--- src/rtl/cgra0_conf_distributor.sv ---
// -----------------------------------------------------------------------------
// cgra0_conf_distributor
//
// Takes the 64-bit configuration word stream coming out of the CGRA
// configuration controller, buffers it in a small FIFO and hands each word's
// payload to the PE named in its top byte, using a one-hot write strobe once
// that PE reports ready. Words naming a PE that does not exist are discarded.
//
// Ports:
//   clk                  - clock, all state on the rising edge
//   rst                  - asynchronous active-low reset
//   clear                - synchronous clear of counter and sticky flags
//                          (buffered words are kept)
//   conf_in[63:0]        - word stream; [63:56] PE id, [55:0] payload,
//                          all-zero means no word this cycle
//   conf_pe_ready        - per-PE ready flags
//   conf_pe_data[55:0]   - payload broadcast to all PEs
//   conf_pe_we           - registered one-hot write strobe
//   conf_words_delivered - words delivered since reset/clear (wraps)
//   conf_overflow        - sticky: a word was dropped on a full FIFO
//   conf_bad_id          - sticky: a word with id >= NUM_PE was discarded
//   idle                 - FIFO empty and no strobe active (registered)
// -----------------------------------------------------------------------------
module cgra0_conf_distributor #(
  parameter int NUM_PE     = 16,
  parameter int FIFO_DEPTH = 4,
  parameter int CNT_W      = 32
) (
  input  logic              clk,
  input  logic              rst,
  input  logic              clear,
  input  logic [63:0]       conf_in,
  input  logic [NUM_PE-1:0] conf_pe_ready,
  output logic [55:0]       conf_pe_data,
  output logic [NUM_PE-1:0] conf_pe_we,
  output logic [CNT_W-1:0]  conf_words_delivered,
  output logic              conf_overflow,
  output logic              conf_bad_id,
  output logic              idle
);

  localparam int PW = (FIFO_DEPTH > 1) ? $clog2(FIFO_DEPTH) : 1;
  localparam int CW = $clog2(FIFO_DEPTH) + 1;
  localparam logic [CW-1:0] DEPTH_C  = CW'(FIFO_DEPTH);
  localparam logic [8:0]    NUM_PE_C = 9'(NUM_PE);

  typedef enum logic [0:0] {
    ISSUE_IDLE = 1'b0,
    ISSUE_HEAD = 1'b1
  } issue_state_t;

  logic [63:0]       mem [FIFO_DEPTH];
  logic [PW-1:0]     rd_ptr;
  logic [PW-1:0]     wr_ptr;
  logic [CW-1:0]     count;
  logic [CW-1:0]     count_next;
  issue_state_t      state;
  issue_state_t      state_next;

  logic              push_req;
  logic              push;
  logic              pop;
  logic              full;
  logic              issue;
  logic              bad_pop;
  logic [63:0]       head;
  logic [7:0]        head_id;
  logic              head_bad;
  logic [NUM_PE-1:0] head_sel;
  logic              head_ready;
  logic [NUM_PE-1:0] we_next;
  logic [55:0]       data_next;

  assign push_req = (conf_in != 64'd0);
  assign full     = (count == DEPTH_C);
  assign head     = mem[rd_ptr];
  assign head_id  = head[63:56];
  // Compare in 9 bits so NUM_PE up to 255 never truncates.
  assign head_bad = ({1'b0, head_id} >= NUM_PE_C);

  // Decode the head id into a one-hot PE select (all-zero for a bad id).
  always_comb begin
    head_sel = {NUM_PE{1'b0}};
    for (int i = 0; i < NUM_PE; i++) begin
      head_sel[i] = (head_id == 8'(i));
    end
  end

  assign head_ready = |(head_sel & conf_pe_ready);

  // Issue decision: pop/discard/strobe for the head word.
  always_comb begin
    pop       = 1'b0;
    issue     = 1'b0;
    bad_pop   = 1'b0;
    we_next   = {NUM_PE{1'b0}};
    data_next = conf_pe_data;
    case (state)
      ISSUE_IDLE: begin
        pop = 1'b0;
      end
      ISSUE_HEAD: begin
        if (count == {CW{1'b0}}) begin
          pop = 1'b0;
        end else if (head_bad) begin
          pop     = 1'b1;
          bad_pop = 1'b1;
        end else if (head_ready) begin
          pop       = 1'b1;
          issue     = 1'b1;
          we_next   = head_sel;
          data_next = head[55:0];
        end else begin
          pop = 1'b0;
        end
      end
      default: begin
        pop = 1'b0;
      end
    endcase
  end

  // A full FIFO still accepts a word when the head leaves in the same cycle.
  assign push = push_req && (!full || pop);

  // Next occupancy and next issue state; the state follows the occupancy
  // so a word pushed at one edge can be issued at the very next edge.
  always_comb begin
    case ({push, pop})
      2'b10:   count_next = count + CW'(1);
      2'b01:   count_next = count - CW'(1);
      default: count_next = count;
    endcase
    if (count_next != {CW{1'b0}}) begin
      state_next = ISSUE_HEAD;
    end else begin
      state_next = ISSUE_IDLE;
    end
  end

  // FIFO pointers, occupancy and issue state.
  always_ff @(posedge clk or negedge rst) begin
    if (!rst) begin
      rd_ptr <= {PW{1'b0}};
      wr_ptr <= {PW{1'b0}};
      count  <= {CW{1'b0}};
      state  <= ISSUE_IDLE;
    end else begin
      if (push) begin
        wr_ptr <= wr_ptr + PW'(1);
      end
      if (pop) begin
        rd_ptr <= rd_ptr + PW'(1);
      end
      count <= count_next;
      state <= state_next;
    end
  end

  // FIFO storage; contents are meaningless while count says empty.
  always_ff @(posedge clk) begin
    if (push) begin
      mem[wr_ptr] <= conf_in;
    end
  end

  // Registered PE outputs, counter, sticky flags and idle.
  always_ff @(posedge clk or negedge rst) begin
    if (!rst) begin
      conf_pe_we           <= {NUM_PE{1'b0}};
      conf_pe_data         <= 56'd0;
      conf_words_delivered <= {CNT_W{1'b0}};
      conf_overflow        <= 1'b0;
      conf_bad_id          <= 1'b0;
      idle                 <= 1'b1;
    end else begin
      conf_pe_we   <= we_next;
      conf_pe_data <= data_next;
      idle         <= (count_next == {CW{1'b0}}) && (we_next == {NUM_PE{1'b0}});
      if (clear) begin
        conf_words_delivered <= {CNT_W{1'b0}};
        conf_overflow        <= 1'b0;
        conf_bad_id          <= 1'b0;
      end else begin
        if (issue) begin
          conf_words_delivered <= conf_words_delivered + CNT_W'(1);
        end
        if (push_req && full && !pop) begin
          conf_overflow <= 1'b1;
        end
        if (bad_pop) begin
          conf_bad_id <= 1'b1;
        end
      end
    end
  end

endmodule

--- config.mk ---
export PLATFORM = sky130hd
export DESIGN_NAME = cgra0_conf_distributor
export DESIGN_NICKNAME = d
export VERILOG_FILES = /design/src/rtl/cgra0_conf_distributor.sv
export SDC_FILE = /design/constraint.sdc
export NUM_CORES = 1
export LEC_CHECK = 0
export BUFFER_PORTS_ARGS = -buffer_cell sky130_fd_sc_hd__buf_2
export CORE_MARGIN = 4
export CORE_UTILIZATION = 52
export DETAILED_ROUTE_END_ITERATION = 16
export PLACE_DENSITY = 0.76
export SLEW_MARGIN = 0
export SYNTH_ARGS = -nofsm -noshare
export SYNTH_HDL_FRONTEND = slang
export SYNTH_SLANG_ARGS = --single-unit
--- constraint.sdc ---
create_clock -name clk -period 4 [get_ports clk]
set_clock_uncertainty 0.05 [all_clocks]
set_input_delay 0.8 -clock clk [delete_from_list [all_inputs] [get_ports clk]]
set_output_delay 0.8 -clock clk [all_outputs]
set_load 0.02 [all_outputs]
==> metrics.md, run 1 <==
| Metric | Value |
|---|---|
| Most common cell after layout, fill and taps aside | edfxtp_1 |
| Slew HR | 0.502 |
| R2R depth | 15 |
| Initial Util | 0.526 |
| Global-route wire length before repair | 50.3 mm |
| Io pins | 190 |
| Total grt overflow | 0 |
| Cell taking the most area after synthesis | edfxtp_1 |
| GRT Overall Usage | 0.209 |
| Flops & latches, synth | 371 |
| Area grow syn2layout | 20.3% |
| Pin count of the biggest net entering global routing | 73 |
| Rows | 61 |
| Post-DP Area | 0.0162 mm² |
| Routed Antenna Nets | 0 |
| Worst setup SP type | flip-flop |
| Final Max Tran Viols | 0 |
| Predominant post-synthesis flop cell | edfxtp_1 |
| Clk Tree Root Cell | clkbuf_16 |
| DP HPWL | 20.5 mm |
| Total CTS buffers | 39 |
| Max FO, Critical Path | 8 |
| Routed vias | 8,795 |
| Final GP Congestion | 0.804 |
| Core footprint | 0.0277 mm² |
| Die width | 175 µm |
| FF-to-FF End | idle$_DFF_PN1_ |
| Post-synthesis sequential area ratio | 0.725 |
| Async SR Flop Fraction | 0.310 |
| Synth top area share | 0.527 |
| Fin crit period | 3.77 ns |
| Final Hold Vio Count | 0 |
| Worst Path Arrival | 4.17 ns |
| Die ar. | 0.0308 mm² |
| Vias in the first global route | 8,977 |
| Register share of total power | 0.416 |
| Most frequent cells in the layout | edfxtp_1, nand2_1, buf_2 |
| Layout Nets | 1,237 |
| Number of distinct library cells after synthesis | 62 |
| Synth warnings | 0 |
| PwrDens | 829 mW/mm² |
| Crit end category | flip-flop |
| Detailed Route Iter0 Violations | 716 |
| Post-synth EDFFs | 256 |
| Status | complete, no violations |
| R2R Path Start | rd_ptr[0]$_DFFE_PN0P_ |
| # port buffers | 189 |
| Vias per inst | 5.65 |
| VDD IR max | 0.497 mV |
| Leakage | 0.00695 µW |
| Mean routed wirelength per cell | 20.5 µm |
| Clk slew on worst S/H paths | 0.06 ns |
| Final setup violation count | 0 |
| Combinational share of power | 0.343 |
| FF-to-FF setup slack | 0.23 ns |
| Internal | 9630 µW |
| Synth Cell Area | 0.0146 mm² |
| Final period util | 0.943 |
| Insertion delay to the later sink of the worst-skew pair | 0.52 ns |
| Max_cap viols | 0 |
| Clock group share of total power | 0.240 |
| Die extent in y | 175 µm |
| Mapped Cells | 920 |
| Design area | 0.0175 mm² |
| Syn Area/Cell | 15.8 µm² |
| Switching Fraction | 0.338 |
| Clock tree buffer depth | 3 |
| Placed instance count | 1,483 |
| Psw | 4910 µW |
| CTS tree | yes |
| Synth Net Count | 1,010 |
| Router iterations before antenna repair | 5 |
| Share of cells above drive strength 1 | 0.315 |
| CTS sink count | 371 |
| Initial antenna violation count | 5 |
| CP Class | flip-flop to flip-flop |
| DRC viols | 0 |
| H-tree lvl count | 2 |
| Synth top area cells | edfxtp_1, dfrtp_1, mux4_2, nand2_1, a21oi_1 |
| Hold Path Class | primary input to asynchronous set/reset pin |
| Required @ worst endpoint | 4.39 ns |
| Fillers | 2,022 |
| Worst-Margin Slew | 0.748 ns |
| Drt total wl | 32.0 mm |
| Fmax | 265 MHz |
| Final std cells w/o fill | 1,558 |
metal layers:
layer,share of wire,track usage,vias up
li1,-,-,3959
met1,0.42,0.292,4461
met2,0.48,0.345,317
met3,0.072,0.0430,52
met4,0.019,0.0510,6
met5,0.0012,0,-
state kept, by name, indices dropped and copies added, names as in the netlist, 2 cells and up:
| name | flops |
|---|---|
| mem | 256 |
| wr_ptr | 2 |
| conf_pe_we | 16 |
| rd_ptr | 2 |
| conf_words_delivered | 32 |
| conf_pe_data | 56 |
| count | 3 |
power groups by stage:
stage / combinational (µW) / sequential [µW] / clock (µW)
final: 4990 / 6050 / 3490
after global routing: 5440 / 6160 / 3750
after CTS: 5050 / 6060 / 3570
after detailed placement: 5020 / 6120 / 0
after global placement: 4970 / 6060 / 0
after floorplan: 3010 / 6350 / 0
worst max path at each step:
stage	slack, ns	start	endpoint	depth (start not counted)
after detailed placement	-0.17	conf_in[23]	idle$_DFF_PN1_	14
after global placement	-0.0001	conf_in[18]	idle$_DFF_PN1_	14
after CTS	0.14	rd_ptr[0]$_DFFE_PN0P_	idle$_DFF_PN1_	15
after floorplan	0.29	rd_ptr[0]$_DFFE_PN0P_	idle$_DFF_PN1_	17
after global routing	-0.003	rd_ptr[0]$_DFFE_PN0P_	idle$_DFF_PN1_	15
final	0.23	rd_ptr[0]$_DFFE_PN0P_	idle$_DFF_PN1_	15
kinds of logic after synthesis:
group                    count (synthesis)  share of synthesized area
multiplexers                            64                     0.0956
adder cells (fa/ha/maj)                  7                    0.00652
AO/OA/AOI/OAI                           87                     0.0451
XOR/XNOR                                 7                    0.00420
buffers and inverters                   59                     0.0193
AND/OR/NAND/NOR                        325                      0.105
flip-flops                             371                      0.725
timing repair:
| item | 4_1_cts | 5_1_grt |
|---|---|---|
| hold buffers | 0 | 0 |
| endpoints found under the setup margin | 0 | 2 |
| buffers inserted | 0 | 1 |
| gates resized for setup | 0 | 3 |
cell usage after synthesis (4+ instances only):
| cell | n |
|---|---|
| edfxtp_1 | 256 |
| nand2_1 | 190 |
| dfrtp_1 | 114 |
| mux4_2 | 60 |
| a21oi_1 | 32 |
| nor2_1 | 24 |
| clkbuf_1 | 23 |
| inv_1 | 20 |
| nor4_1 | 18 |
| nor3_1 | 14 |
| o31ai_1 | 14 |
| nand3_1 | 10 |
| or4_1 | 10 |
| and2_1 | 9 |
| and3_1 | 9 |
| buf_4 | 9 |
| nand4_1 | 8 |
| or3_1 | 8 |
| nand3b_1 | 7 |
| o21ai_0 | 7 |
| ha_1 | 6 |
| o41ai_1 | 5 |
| xnor2_1 | 4 |
critical path, cell delays in order (launching register included):
cell and delay [ns]:
dfrtp_4 0.49, mux4_2 0.59, and3_1 0.22, o211ai_1 0.27, o311a_4 0.32, a41o_4 0.26
a21boi_2 0.07, inv_1 0.06, ha_1 0.17, inv_1 0.06, fa_1 0.38, xor2_1 0.15
nor2_1 0.11, xor2_1 0.09, or3_1 0.33, nor2_1 0.10
final cells by class:
class                   instances  area, µm²  share of cell area
diodes                          2       5.00            0.000285
clock buffers                  53       1100              0.0627
clock inverters                19        163             0.00928
inverters                      20       75.1             0.00428
multi-input cells             490       3770               0.215
flip-flops and latches        371      10600               0.603
well taps                     378        473              0.0270
repair buffers                225       1380              0.0785
per-stage QoR:
step	TNS (ns)	hold WS (ns)	setup slack [ns]	utilization	power, µW
floorplan	0	0.439	0.288	-	9360
global placement	-0.000132	0.404	-0.000132	0.586	11000
detailed placement	-0.304	0.409	-0.168	0.586	11100
CTS	0	0.313	0.140	0.632	14700
global route	-0.00310	0.348	-0.00310	0.633	15400
finish	0	0.292	0.227	0.633	14500
Power figures use the tool's default switching activity.
==> inputs of run 2 (changes only) <==
Settings changed: ABC_AREA from default to 1, CORE_MARGIN 4 to 2.
==> run 2 against run 1 <==
  * Via count rose by 19%
  * Worst hold slack got worse by 0.0046 ns
  * Total power rose by 1.5%
  * Critical path depth rose by 7
  * Final area rose by 1.7%
  * Register-to-register slack improved by 0.12 ns
  * Combinational power rose by 4.2%
  * Non-clock buffer count fell by 12
==> metrics.md, run 2 <==
| Metric | Value |
|---|---|
| Number of distinct library cells after synthesis | 37 |
| Simple-gate share of the synthesized area | 0.170 |
| Die extent in y | 175 µm |
| Largest family of logic cells by synthesized area | simple AND/OR/NAND/NOR gates |
| Fin crit period | 3.66 ns |
| CP startpoint | rd_ptr[0]$_DFFE_PN0P_ |
| Max_cap viols | 0 |
| Top Usage Layer GRT | met2 |
| Status | complete, no violations |
| Routed Antenna Nets | 0 |
| Post-synth EDFFs | 256 |
| Initial antenna violation count | 4 |
| Psw | 5560 µW |
| Largest registers | mem (256), conf_pe_data (56), conf_words_delivered (32) |
| Initial Util | 0.529 |
| Synth Cell Area | 0.0152 mm² |
| Fmax | 274 MHz |
| Routed vias | 10.4k |
| XOR/XNOR Fraction of Synth Area | 0.0161 |
| Critical-path cell list | buf_4, nand2_1, nand3_1, nand2_2, nor2_1, nand3_1, nand2_1, nor2_1, nand2_1, nor2_2, nand2_1, nand2_2, nand2_1, nand2_2, ha_1, inv_1, fa_1, a21oi_1, o21ai_0, xor2_1, or3_1, nor2_1 |
| Final setup violation count | 0 |
| GR Util met1 | 0.304 |
| Mapped Cells | 1,274 |
| Most numerous cell in the Yosys netlist | nand2_1 |
| Internal | 9190 µW |
| Fin Setup TNS | 0 ns |
| Combinational share of power | 0.353 |
| Detailed Route Iter0 Violations | 884 |
| Largest reg by FF count | mem |
| Router iterations before antenna repair | 5 |
| Layout Nets | 1,551 |
| Syn Area/Cell | 12.0 µm² |
| Total CTS buffers | 39 |
| R2R Path Start | rd_ptr[0]$_DFFE_PN0P_ |
| Mux contribution to synthesized area | 0 |
| Number of flip-flops in the largest register | 256 |
| Register share of total power | 0.413 |
| Rows | 62 |
| Max stage delay cell, worst path | dfrtp_4 |
| Die width | 175 µm |
| Met2 Use GR | 0.387 |
| Clk slew on worst S/H paths | 0.06 ns |
| Io pins | 190 |
| Overall power | 14,800 µW |
| Most common cell after layout, fill and taps aside | nand2_1 |
| Synth top area cells | edfxtp_1, dfrtp_1, nand2_1, a32o_1, nand3_1 |
| Final worst slack | 0.344 ns |
| Share of cells above drive strength 1 | 0.209 |
| CTS tree | yes |
| Die ar. | 0.0307 mm² |
| Clk Tree Root Cell | clkbuf_16 |
| Synth warnings | 0 |
| Synth top area share | 0.505 |
| Global-route wire length before repair | 55.2 mm |
| Final period util | 0.914 |
| Crit end category | flip-flop |
| Final Hold Vio Count | 0 |
| VDD IR max | 0.533 mV |
| Max FO, Critical Path | 8 |
| Most frequent cells in the layout | nand2_1, edfxtp_1, buf_2 |
| Area grow syn2layout | 17.1% |
| Hold Path Class | primary input to asynchronous set/reset pin |
| H-tree lvl count | 2 |
| Flops & latches, synth | 371 |
| Mean routed wirelength per cell | 18.6 µm |
| CP Buf/Inv Count | 2 |
| DP HPWL | 21.4 mm |
| Async SR Flop Fraction | 0.310 |
| Vias in the first global route | 10.3k |
| Clock tree buffer depth | 3 |
| Total grt overflow | 0 |
| Final Max Tran Viols | 0 |
| Pin count of the biggest net entering global routing | 105 |
| Core footprint | 0.0288 mm² |
| CTS Hold Bufs | 0 |
| RSZ-0062 raised after global routing | no |
| Top cells by count, synth | nand2_1, edfxtp_1, dfrtp_1 |
| Worst setup SP type | flip-flop |
| Synth Net Count | 1,364 |
| Predominant post-synthesis flop cell | edfxtp_1 |
| Final GP Congestion | 0.933 |
| Vias per inst | 5.56 |
| M3 GR Usage | 0.0455 |
| Required @ worst endpoint | 4.40 ns |
| PwrDens | 827 mW/mm² |
| CP most frequent cell | nand2_1 |
| CTS sink count | 371 |
| Cell family with most CP delay | simple AND/OR/NAND/NOR gates |
| Switching Fraction | 0.377 |
| Worst Path Arrival | 4.05 ns |
| Cell taking the most area after synthesis | edfxtp_1 |
| DRC viols | 0 |
| Leakage | 0.00726 µW |
| Adder-Cell Fraction of Synth Area | 0.00624 |
| Final std cells w/o fill | 1,876 |
| Post-synthesis sequential area ratio | 0.694 |
| Placed instance count | 1,801 |
| Clock group share of total power | 0.235 |
| Post-synthesis compound-gate area fraction | 0.0790 |
| Insertion delay to the later sink of the worst-skew pair | 0.53 ns |
| Slew HR | 0.232 |
| CP Class | flip-flop to flip-flop |
| GRT Overall Usage | 0.228 |
| Setup WS pre-CTS | 0.215 ns |
| # port buffers | 189 |
| Worst-Margin Slew | 1.15 ns |
| CP peak stage delay | 0.54 ns |
| Drt total wl | 34.9 mm |
## run 2: power groups by stage
stage / clock (µW) / sequential, µW / combinational [µW]
finish: 3460 / 6090 / 5200
floorplan: 0 / 6490 / 3360
global placement: 0 / 6120 / 4980
detailed placement: 0 / 6160 / 5160
CTS: 3540 / 6100 / 5190
global route: 3700 / 6210 / 5760
## run 2: cell families after synthesis
logic type | count (synthesis)
and+or+nand+nor | 579
AOI/OAI and AO/OA | 182
buffers and inverters | 107
xor gates and xnor gates | 28
DFF | 371
adders and majority gates | 7
## run 2: area by class of cell
type                       count  area [µm²]
fill                        2229       10900
clock inverter                18         189
antenna                        2        5.00
timing repair buffer         213        1190
multi-input combinational    796        4190
inverter                      40         160
tap                          384         480
sequential                   371       10600
clock buffer                  52        1050
## run 2: per-stage QoR
| stage | cell area (µm²) | util | hold WS (ns) |
|---|---|---|---|
| 2_1_floorplan | 15200 | - | 0.432 |
| 3_3_place_gp | 16600 | 0.575 | 0.411 |
| 3_5_place_dp | 16600 | 0.575 | 0.420 |
| 4_1_cts | 17800 | 0.618 | 0.288 |
| 5_1_grt | 17800 | 0.620 | 0.317 |
| 6_report | 17800 | 0.620 | 0.288 |
## run 2: worst paths after layout
path | slack (ns) | cells after the start | end
worst max-delay path | 0.34 | 22 | idle$_DFF_PN1_
worst min-delay path | 0.29 | 1 | conf_pe_we[15]$_DFF_PN0_
worst max register to register | 0.34 | 22 | idle$_DFF_PN1_
worst min register to register | 0.43 | 2 | conf_pe_data[54]$_DFFE_PN0P_
max in group asynchronous | 2.73 | 2 | conf_pe_data[38]$_DFFE_PN0P_
min in group clk | 0.43 | 2 | conf_pe_data[54]$_DFFE_PN0P_
## run 2: metal layers
layer | up-vias | wire [µm] | part of all wire
met2 | 351 | 17400 | 0.50
met5 | - | 26 | 0.00074
met3 | 52 | 2170 | 0.062
li1 | 4941 | - | -
met1 | 5089 | 14800 | 0.42
met4 | 4 | 540 | 0.015
## run 2: timing repair
item,4_1_cts,5_1_grt
resized for setup,0,5
setup buffers,0,3
endpoints found under the setup margin,0,2
